$ cat config.mk
export PLATFORM = sky130hd
export DESIGN_NAME = shift_normalizer
export DESIGN_NICKNAME = d
export VERILOG_FILES = /design/src/rtl/shift_normalizer.sv
export SDC_FILE = /design/constraint.sdc
export NUM_CORES = 1
export LEC_CHECK = 0
export ABC_AREA = 0
export CORE_AREA = 2 2 78 80
export DETAILED_ROUTE_END_ITERATION = 10
export DIE_AREA = 0 0 80 82
export GPL_TIMING_DRIVEN = 0
export HOLD_SLACK_MARGIN = 0.05
export PLACE_DENSITY = 0.73
export RECOVER_POWER = 100
export SLEW_MARGIN = 0
export SYNTH_ARGS = -nofsm -noshare
export SYNTH_HDL_FRONTEND = slang
export SYNTH_SLANG_ARGS = --single-unit
$ cat constraint.sdc
create_clock -name clk -period 1.8 [get_ports clk]
set_input_delay 0.45 -clock clk [delete_from_list [all_inputs] [get_ports clk]]
set_output_delay 0.45 -clock clk [all_outputs]
set_load 0.02 [all_outputs]
$ cat src/rtl/shift_normalizer.sv
// Multi-cycle normalizer: counts redundant leading bits (zeros or sign copies)
// one bit per cycle and returns the left-aligned operand with the shift count.
module shift_normalizer #(
  parameter int WIDTH = 32,
  parameter int CW    = $clog2(WIDTH) + 1
) (
  input  logic             clk,
  input  logic             rst_n,
  input  logic             flush,
  input  logic             in_valid,
  output logic             in_ready,
  input  logic [WIDTH-1:0] in_data,
  input  logic             in_arith,
  output logic             out_valid,
  input  logic             out_ready,
  output logic [WIDTH-1:0] out_data,
  output logic [CW-1:0]    out_count,
  output logic             out_zero
);

  typedef enum logic [1:0] {IDLE, SCAN, DONE} state_t;

  state_t           state_q, state_d;
  logic [WIDTH-1:0] work_q, work_d;
  logic [CW-1:0]    cnt_q, cnt_d;
  logic             mode_q, mode_d;
  logic             zero_q, zero_d;
  logic             redundant;
  logic             all_zero, all_one;

  assign all_zero  = (in_data == '0);
  assign all_one   = &in_data;
  assign redundant = mode_q ? (work_q[WIDTH-1] == work_q[WIDTH-2]) : ~work_q[WIDTH-1];

  always_ff @(posedge clk or negedge rst_n) begin
    if (!rst_n) begin
      state_q <= IDLE;
      work_q  <= '0;
      cnt_q   <= '0;
      mode_q  <= 1'b0;
      zero_q  <= 1'b0;
    end else begin
      state_q <= state_d;
      work_q  <= work_d;
      cnt_q   <= cnt_d;
      mode_q  <= mode_d;
      zero_q  <= zero_d;
    end
  end

  // Flush overrides accept and the output handshake alike.
  always_comb begin
    state_d = state_q;
    work_d  = work_q;
    cnt_d   = cnt_q;
    mode_d  = mode_q;
    zero_d  = zero_q;
    if (flush) begin
      state_d = IDLE;
    end else begin
      case (state_q)
        IDLE: begin
          if (in_valid) begin
            mode_d  = in_arith;
            zero_d  = all_zero;
            work_d  = in_data;
            cnt_d   = '0;
            state_d = SCAN;
            if (!in_arith && all_zero) begin
              cnt_d   = CW'(WIDTH);
              state_d = DONE;
            end else if (in_arith && (all_zero || all_one)) begin
              work_d  = all_one ? {1'b1, {(WIDTH-1){1'b0}}} : '0;
              cnt_d   = CW'(WIDTH - 1);
              state_d = DONE;
            end
          end
        end
        SCAN: begin
          if (redundant) begin
            work_d = {work_q[WIDTH-2:0], 1'b0};
            cnt_d  = cnt_q + CW'(1);
          end else begin
            state_d = DONE;
          end
        end
        DONE: begin
          if (out_ready) state_d = IDLE;
        end
        default: state_d = IDLE;
      endcase
    end
  end

  always_comb begin
    in_ready  = (state_q == IDLE);
    out_valid = (state_q == DONE);
  end

  assign out_data  = work_q;
  assign out_count = cnt_q;
  assign out_zero  = zero_q;

endmodule

Yosys cells after proc, flatten, opt, wreduce, memory -nomap -nowiden
Cells that the tools add are included.
Storage, ports and cells
  input port bits: 38
  bits in registers: 42
  output and inout port bits: 41
  logic and storage cells: 46
Operators by class
  bitwise gates (word level): 2
  mux-type cells: 19
  add/subtract/negate cells: 1
  eq/ne operators: 8
  reduce and logical (&&, ||, !) cells: 11
Operators by type and width (number)
  32-bit two-way mux: 5
  32-bit one-hot mux with 2 select lines: 1
  32-bit logical NOT: 1
  32-bit AND reduction: 1
  6-bit two-way mux: 3
  2-bit two-way mux: 6
  6-bit one-hot mux with 2 select lines: 1
  6-bit by 1-bit adder with 6-bit output (second input constant): 1
  3-bit inequality test (second input constant): 2
  2-bit one-hot mux with 3 select lines: 1
  3-bit AND reduction: 2
  5-bit two-way mux: 1
  2-bit inequality test (second input constant): 2
  4-bit AND reduction: 1
  3-bit by 2-bit inequality test with 1-bit output (second input constant): 1
  2-bit by 1-bit == test with 1-bit output (second input constant): 1
  2-bit == test (second input constant): 1
  1-bit logical AND: 2
  2-bit logical NOT: 1
  1-bit inverter: 2
  2-bit nonzero test: 1
  1-bit == test: 1
  1-bit logical NOT: 1
  1-bit logical OR: 1
  1-bit two-way mux: 1

Longest topological paths before layout
Gate-level depths: netlist (run 1).
  depth after elaboration: 8
  depth in mapped cells: 7
  mapped depth without buffers: 5

Worst setup path after synthesis (run 1)
Ideal clock, no wire load.
  kind: flip-flop to flip-flop
  start point: register state_q[0]
  end point: register cnt_q[2], in the netlist out_count[2]
  required time: 1.654 ns
  clock period less this slack: 1.717 ns
  slack: 0.083 ns
  setup time: 0.146 ns
  path buffers: 2
  data arrival time: 1.572 ns
  stages on the path, launching flop included: 8
  cells stage by stage: dfrtp_1 or4b_1 buf_2 o41ai_4 buf_6 o21ai_0 nand2_1 o311ai_1
On the way
  word-level cells in the longest chain between the ends: 3
  elaborated cells between the ends (all ways): 7
  those cells by class: eq/ne (3); mux (1); reduce/logical (3)
RTL lines
  start: declaration: line 23  | state_t state_q, state_d;
  start signal: assignment: line 43  | state_q <= state_d;
  2-bit by 1-bit == test with 1-bit output or 2-bit logical NOT (tied branches): line 61  | case (state_q)
  2-bit inequality test (no line) or 2-bit nonzero test (tied branches)
  4-bit AND reduction (no line)
  end signal: assignment: line 45  | cnt_q <= cnt_d;
  end: declaration: line 25  | logic [CW-1:0] cnt_q, cnt_d;
Several ways; a longest one is shown, not always the timed one.
A chain may end at the register's enable or synchronous reset.

Worst setup path after layout (run 1)
  start point: input port in_data[14]
  end point: register work_q[18], in the netlist out_data[18]
On the way
  word-level cells in the longest chain between the ends: 7
  elaborated cells between the ends (all ways): 9
  those cells by class: mux (4); reduce/logical (5)
RTL lines
  start: declaration: line 12  | input logic [WIDTH-1:0] in_data,
  32-bit logical NOT or 32-bit AND reduction (tied branches): line 31, 32
  1-bit logical OR: line 72  | end else if (in_arith && (all_zero || all_one)) begin
  1-bit logical AND: line 72
  32-bit two-way mux: line 72
  32-bit two-way mux (*): line 69  | if (!in_arith && all_zero) begin
  32-bit two-way mux (*): line 63  | if (in_valid) begin
  32-bit one-hot mux with 2 select lines (*): line 61
  end signal: assignment: line 44  | work_q <= work_d;
  end: declaration: line 24  | logic [WIDTH-1:0] work_q, work_d;
Mark *: on every way between the ends. The rest lies on a longest branch, timed or not. The select of a mux whose other input is x is not followed.

==> results of run 1 <==
[worst paths after layout]
path / from / to / slack [ps] / cells past startpoint
min in group asynchronous: rst_n / out_count[4] / 430 / 1
min reg2reg: out_zero / out_zero / 490 / 2
min: in_data[9] / out_data[9] / 420 / 3
max: in_data[14] / out_data[18] / 30 / 6
max reg2reg: out_data[30] / out_count[3] / 70 / 6
max in group asynchronous: rst_n / out_data[5] / 590 / 1
[through the flow]
step / utilization / power (uW) / worst slack [ps]
after global placement: 0.534 / 4340 / -845
after CTS: 0.589 / 5160 / -10.4
after detailed placement: 0.538 / 4380 / -737
after floorplan: - / 3150 / 82.7
after global routing: 0.591 / 5470 / -18.9
final: 0.591 / 5150 / 30.5
[synthesized netlist by cell type (4+ instances only)]
| cell | number | area [um^2] |
|---|---|---|
| a21oi_1 | 47 | 235 |
| buf_2 | 4 | 20.0 |
| nand2_1 | 13 | 48.8 |
| nor4_1 | 9 | 56.3 |
| nand3_1 | 26 | 130 |
| nor2_1 | 31 | 116 |
| and3_1 | 9 | 56.3 |
| nor3_1 | 4 | 20.0 |
| inv_1 | 4 | 15.0 |
| nand4_1 | 10 | 62.6 |
| a221o_1 | 7 | 70.1 |
| dfrtp_1 | 42 | 1050 |
| o21ai_0 | 7 | 35.0 |
| clkbuf_1 | 7 | 26.3 |
[kinds of logic (layout without fill, tap and decap cells)]
logic type                 count (synthesis)  in the layout  share of synthesized area
DFF                                       42             42                      0.479
AOI/OAI and AO/OA                         73             73                      0.211
buffers and inverters                     19            121                     0.0416
adders and majority gates                  1              1                    0.00570
and+or+nand+nor                          113            114                      0.263
[registers in the layout, summed over array words and instances (netlist names)]
name,flops
out_data,32
mode_q,1
out_zero,1
state_q,2
out_count,6
[layer usage]
layer	track usage	up-vias	part of all wire
li1	-	1134	-
met1	0.294	1201	0.41
met2	0.362	128	0.49
met3	0.0484	14	0.078
met4	0.0780	0	0.018
met5	0	-	0
[timing repair]
action / in CTS / in global routing
pin swaps: 4 / 20
endpoints found under the setup margin: 43 / 47
setup buffers: 12 / 3
resized for setup: 57 / 60
cloned: 3 / 0
[final cells by class]
| cell class | instances | area, um^2 | area share |
|---|---|---|---|
| plain buffers | 14 | 103 | 0.0302 |
| clock buffers | 7 | 76.3 | 0.0225 |
| inverters | 4 | 15.0 | 0.00442 |
| multi-input cells | 188 | 1180 | 0.347 |
| flip-flops and latches | 42 | 1050 | 0.310 |
| well taps | 75 | 93.8 | 0.0276 |
| repair buffers | 96 | 875 | 0.258 |
[report_power, final]
group	switching [uW]	internal, uW	leakage [uW]	total [uW]
logic	1550	1310	0.00103	2860
registers	359	1350	0.000495	1710
clock network	312	267	0.0000383	580
[critical path: cells and delay by family]
family                 cells  cell delay, ps
and+or+nand+nor            4             600
buffers and inverters      1             540
AOI/OAI and AO/OA          1             350
==> impl_metrics.py, run 1 <==
metrics = {
    "status": {
        "run_status": "completed",
    },
    "floorplanning": {
        "start_util": 0.382,
        "design.portCount": 79,
        "fp.dieW_um": 80,
        "die_area_um2": 6560,
        "die_y_um": 82,
        "rows": 28,
        "core_area_um2": 5750,
    },
    "clocking": {
        "path_clk_slew_ps": 80,
        "htree_num_levels": 2,
        "cts_sinks": 42,
        "postCtsHoldBufs": 0,
        "cts_buffer_depth": 2,
        "cts_tree": "yes",
        "cts_root_buf": "clkbuf_8",
        "cts_buffers": 5,
        "clock_latency_ps": 290,
    },
    "synth": {
        "synth-edff-count": 0,
        "synthCells": 248,
        "syn-num-nets": 287,
        "synth_seq_area_share": 0.479,
        "syn_avg_cell_area_um2": 8.84,
        "synth_seq_cells": 42,
        "yosys_warnings": 0,
        "synth_flop_cell": "dfrtp_1",
        "syn_area_um2": 2190,
        "synth.distinct_cells": 39,
        "async_flop_share": 1.00,
    },
    "timing": {
        "period_share": 0.983,
        "setup_violations": 0,
        "hold_ws_ps": 418,
        "hold_viol": 0,
        "finalMaxSlewViolations": 0,
        "min_period_ps": 1770,
        "fin_tns_setup_ps": 0,
        "fmax_mhz": 565,
        "slew-limit-headroom": 0.116,
        "fin_worst_skew_ps": 5.29,
        "rsz0062_at_grt": "true",
        "tightest_slew_ps": 1330,
    },
    "critical_path": {
        "crit_required_ps": 1980,
        "crit_path_end_kind": "flop",
        "crit_chain": "clkdlybuf4s50_1, nand2_1, nor2_2, and4_4, nor2_4, a221o_1",
        "arrival_ps": 1950,
        "cp_slowest_cell": "clkdlybuf4s50_1",
        "path_max_fanout": 5,
        "critical-path-max-stage-delay_ps": 540,
        "worst-setup-path-type": "in -> reg",
        "startpoint_type": "input pin",
    },
    "hold_path": {
        "hold_path_class": "in -> reg",
    },
    "detailed_routing": {
        "drt_first_iter_violations": 236,
        "antenna_left": 0,
        "wirelength_mm": 7.23,
        "vias_per_cell": 5.81,
        "dr_total_vias": 2477,
        "wl_per_cell_um": 17.0,
        "drc": 0,
        "drt_first_pass_iters": 4,
    },
    "final_layout": {
        "post-route-cell-area_um2": 3390,
        "areaGrowthSynthToFinish_pct": 54.8,
        "nets": 390,
        "layout_common_cells": "46 x a21oi_1, 40 x dfrtp_1, 35 x clkdlybuf4s50_1",
        "drive_above_1_share": 0.208,
        "stdcell_count": 426,
        "final_common_cell": "a21oi_1",
        "fillers": 503,
        "diodes": 0,
    },
    "grt": {
        "grt_use_total": 0.223,
        "grt_max_degree": 23,
        "first_global_vias": 2371,
        "grt_pass1_wl_mm": 11.3,
        "antenna_found_initial": 0,
        "grt_remaining_overflow": 0,
    },
    "placement": {
        "placed_cells": 402,
        "dp_hpwl_mm": 4.91,
        "io_buffer_count": 78,
        "place_congestion": 0.863,
        "placed_area_um2": 3090,
    },
    "power": {
        "power_density_nw_per_um2": 1520,
        "ir_worst_vdd_v": 0.000682,
        "p_leak_uw": 0.00156,
    },
    "flow_run": {
        "cap_violations": 0,
    },
}
Note: power is estimated with default switching activity, not from simulation.
==> run 2: changes to the inputs <==
--- a/config.mk
+++ b/config.mk
@@ -6,12 +6,14 @@
 export NUM_CORES = 1
 export LEC_CHECK = 0
 export ABC_AREA = 0
-export CORE_AREA = 2 2 78 80
+export CELL_PAD_IN_SITES_DETAIL_PLACEMENT = 0
+export CELL_PAD_IN_SITES_GLOBAL_PLACEMENT = 1
+export CORE_AREA = 2 2 90 92
 export DETAILED_ROUTE_END_ITERATION = 10
-export DIE_AREA = 0 0 80 82
+export DIE_AREA = 0 0 92 94
 export GPL_TIMING_DRIVEN = 0
 export HOLD_SLACK_MARGIN = 0.05
-export PLACE_DENSITY = 0.73
+export PLACE_DENSITY_LB_ADDON = 0.1
 export RECOVER_POWER = 100
 export SLEW_MARGIN = 0
 export SYNTH_ARGS = -nofsm -noshare
==> impl_metrics.py, run 2 (synthesized netlist as in run 1, its figures left out) <==
metrics = {
    "status": {
        "run_status": "completed",
    },
    "critical_path": {
        "crit_path_end_kind": "flop",
        "worst-setup-path-type": "reg -> reg",
        "startpoint_type": "flop",
        "cp-startpoint": "state_q[1]",
        "r2r-start": "state_q[1]",
        "path_max_fanout": 7,
        "arrival_ps": 2010,
        "crit_required_ps": 2030,
    },
    "final_layout": {
        "final_common_cell": "dfrtp_1",
        "largest_register_ffs": 32,
        "layout_common_cells": "39 x dfrtp_1, 36 x a21oi_1, 26 x nand3_1",
        "utilization": 0.468,
        "diodes": 0,
        "nets": 393,
        "drive_above_1_share": 0.299,
        "areaGrowthSynthToFinish_pct": 62.4,
    },
    "grt": {
        "grt_max_degree": 23,
        "first_global_vias": 2430,
        "grt_use_total": 0.185,
        "grt_pass1_wl_mm": 12.6,
        "grt_remaining_overflow": 0,
        "antenna_found_initial": 0,
    },
    "timing": {
        "finalMaxSlewViolations": 0,
        "slew-limit-headroom": 0.129,
        "fmax_mhz": 564,
        "tightest_slew_ps": 1310,
        "rsz0062_at_grt": "true",
        "setup_violations": 0,
        "hold_ws_ps": 405,
        "setup_ws_ps": 25.8,
        "period_share": 0.986,
        "hold_viol": 0,
        "fin_worst_skew_ps": 4.72,
        "min_period_ps": 1770,
    },
    "detailed_routing": {
        "antenna_left": 0,
        "vias_per_cell": 5.31,
        "drc": 0,
        "drt_first_pass_iters": 5,
        "wl_per_cell_um": 17.3,
        "dr_total_vias": 2425,
        "drt_first_iter_violations": 61,
        "wirelength_mm": 7.91,
    },
    "power": {
        "p_sw_frac": 0.446,
        "p_leak_uw": 0.00162,
        "p_sw_uw": 2400,
        "internal_power_uw": 2980,
        "pwr-share-clk": 0.138,
        "seqPwrFrac": 0.329,
        "pwr-share-comb": 0.533,
        "ir_worst_vdd_v": 0.000527,
        "power_density_nw_per_um2": 1510,
    },
    "clocking": {
        "clock_latency_ps": 300,
        "cts_tree": "yes",
        "cts_buffers": 5,
        "path_clk_slew_ps": 80,
        "cts_sinks": 42,
        "cts_buffer_depth": 2,
        "cts_root_buf": "clkbuf_8",
        "htree_num_levels": 2,
    },
    "placement": {
        "place_congestion": 0.806,
        "dp_hpwl_mm": 5.52,
        "pre_cts_ws_ps": -890,
        "io_buffer_count": 78,
    },
    "floorplanning": {
        "core_area_um2": 7610,
        "design.portCount": 79,
        "die_area_um2": 8650,
        "start_util": 0.288,
        "fp.dieW_um": 92,
        "die_y_um": 94,
        "rows": 32,
    },
    "hold_path": {
        "hold_path_class": "in -> reg",
        "min_from": "in_data[5]",
    },
    "flow_run": {
        "cap_violations": 0,
    },
}
run 2: through the flow:
stage | power, uW | setup TNS, ps | std cells | cell area (um^2)
after floorplan | 3150 | 0 | 248 | 2190
after global placement | 4410 | -75930 | 428 | 3100
after detailed placement | 4430 | -33190 | 429 | 3120
after CTS | 5390 | -167 | 452 | 3470
after global routing | 5740 | -113 | 457 | 3560
final | 5370 | 0 | 457 | 3560
run 2: worst max-delay path, stage by stage (launching register included):
cell and delay (ps):
dfrtp_2 480, or4b_4 600, o41ai_4 100, buf_4 230
buf_8 130, nor2_1 50, a21oi_2 110
run 2: repair_timing:
action,CTS,global route
hold buffers,0,0
gates cloned,3,1
endpoints found under the setup margin,47,52
pin swaps,12,20
gates resized for setup,69,100
setup buffers,12,5
run 2: power by group through the flow:
| stage | combinational, uW | clock [uW] | sequential [uW] |
|---|---|---|---|
| global placement | 2680 | 0 | 1730 |
| detailed placement | 2700 | 0 | 1730 |
| floorplan | 1040 | 0 | 2110 |
| CTS | 2890 | 758 | 1740 |
| global route | 3110 | 792 | 1840 |
| finish | 2860 | 743 | 1770 |
run 2: cell type report:
| type | count | area [um^2] |
|---|---|---|
| fillers | 773 | 4050 |
| multi-input cells | 188 | 1270 |
| flip-flops and latches | 42 | 1050 |
| repair buffers | 99 | 868 |
| well taps | 102 | 128 |
| plain buffers | 14 | 118 |
| clock buffers | 8 | 110 |
| inverters | 4 | 15.0 |
run 2: layer usage:
| layer | vias to the layer above | track usage | wire [um] |
|---|---|---|---|
| met5 | - | 0 | 0 |
| met4 | 0 | 0.0771 | 144 |
| met3 | 14 | 0.0385 | 416 |
| met2 | 85 | 0.294 | 3860 |
| met1 | 1184 | 0.246 | 3490 |
| li1 | 1142 | - | - |
run 2: final timing paths:
check / endpoint / cells after the start / slack [ps]
max: out_data[29] / 6 / 30
min: out_data[5] / 3 / 400
max reg2reg: out_data[29] / 6 / 30
min reg2reg: out_zero / 2 / 490
max in group asynchronous: out_data[30] / 1 / 530
min in group asynchronous: out_data[14] / 1 / 410
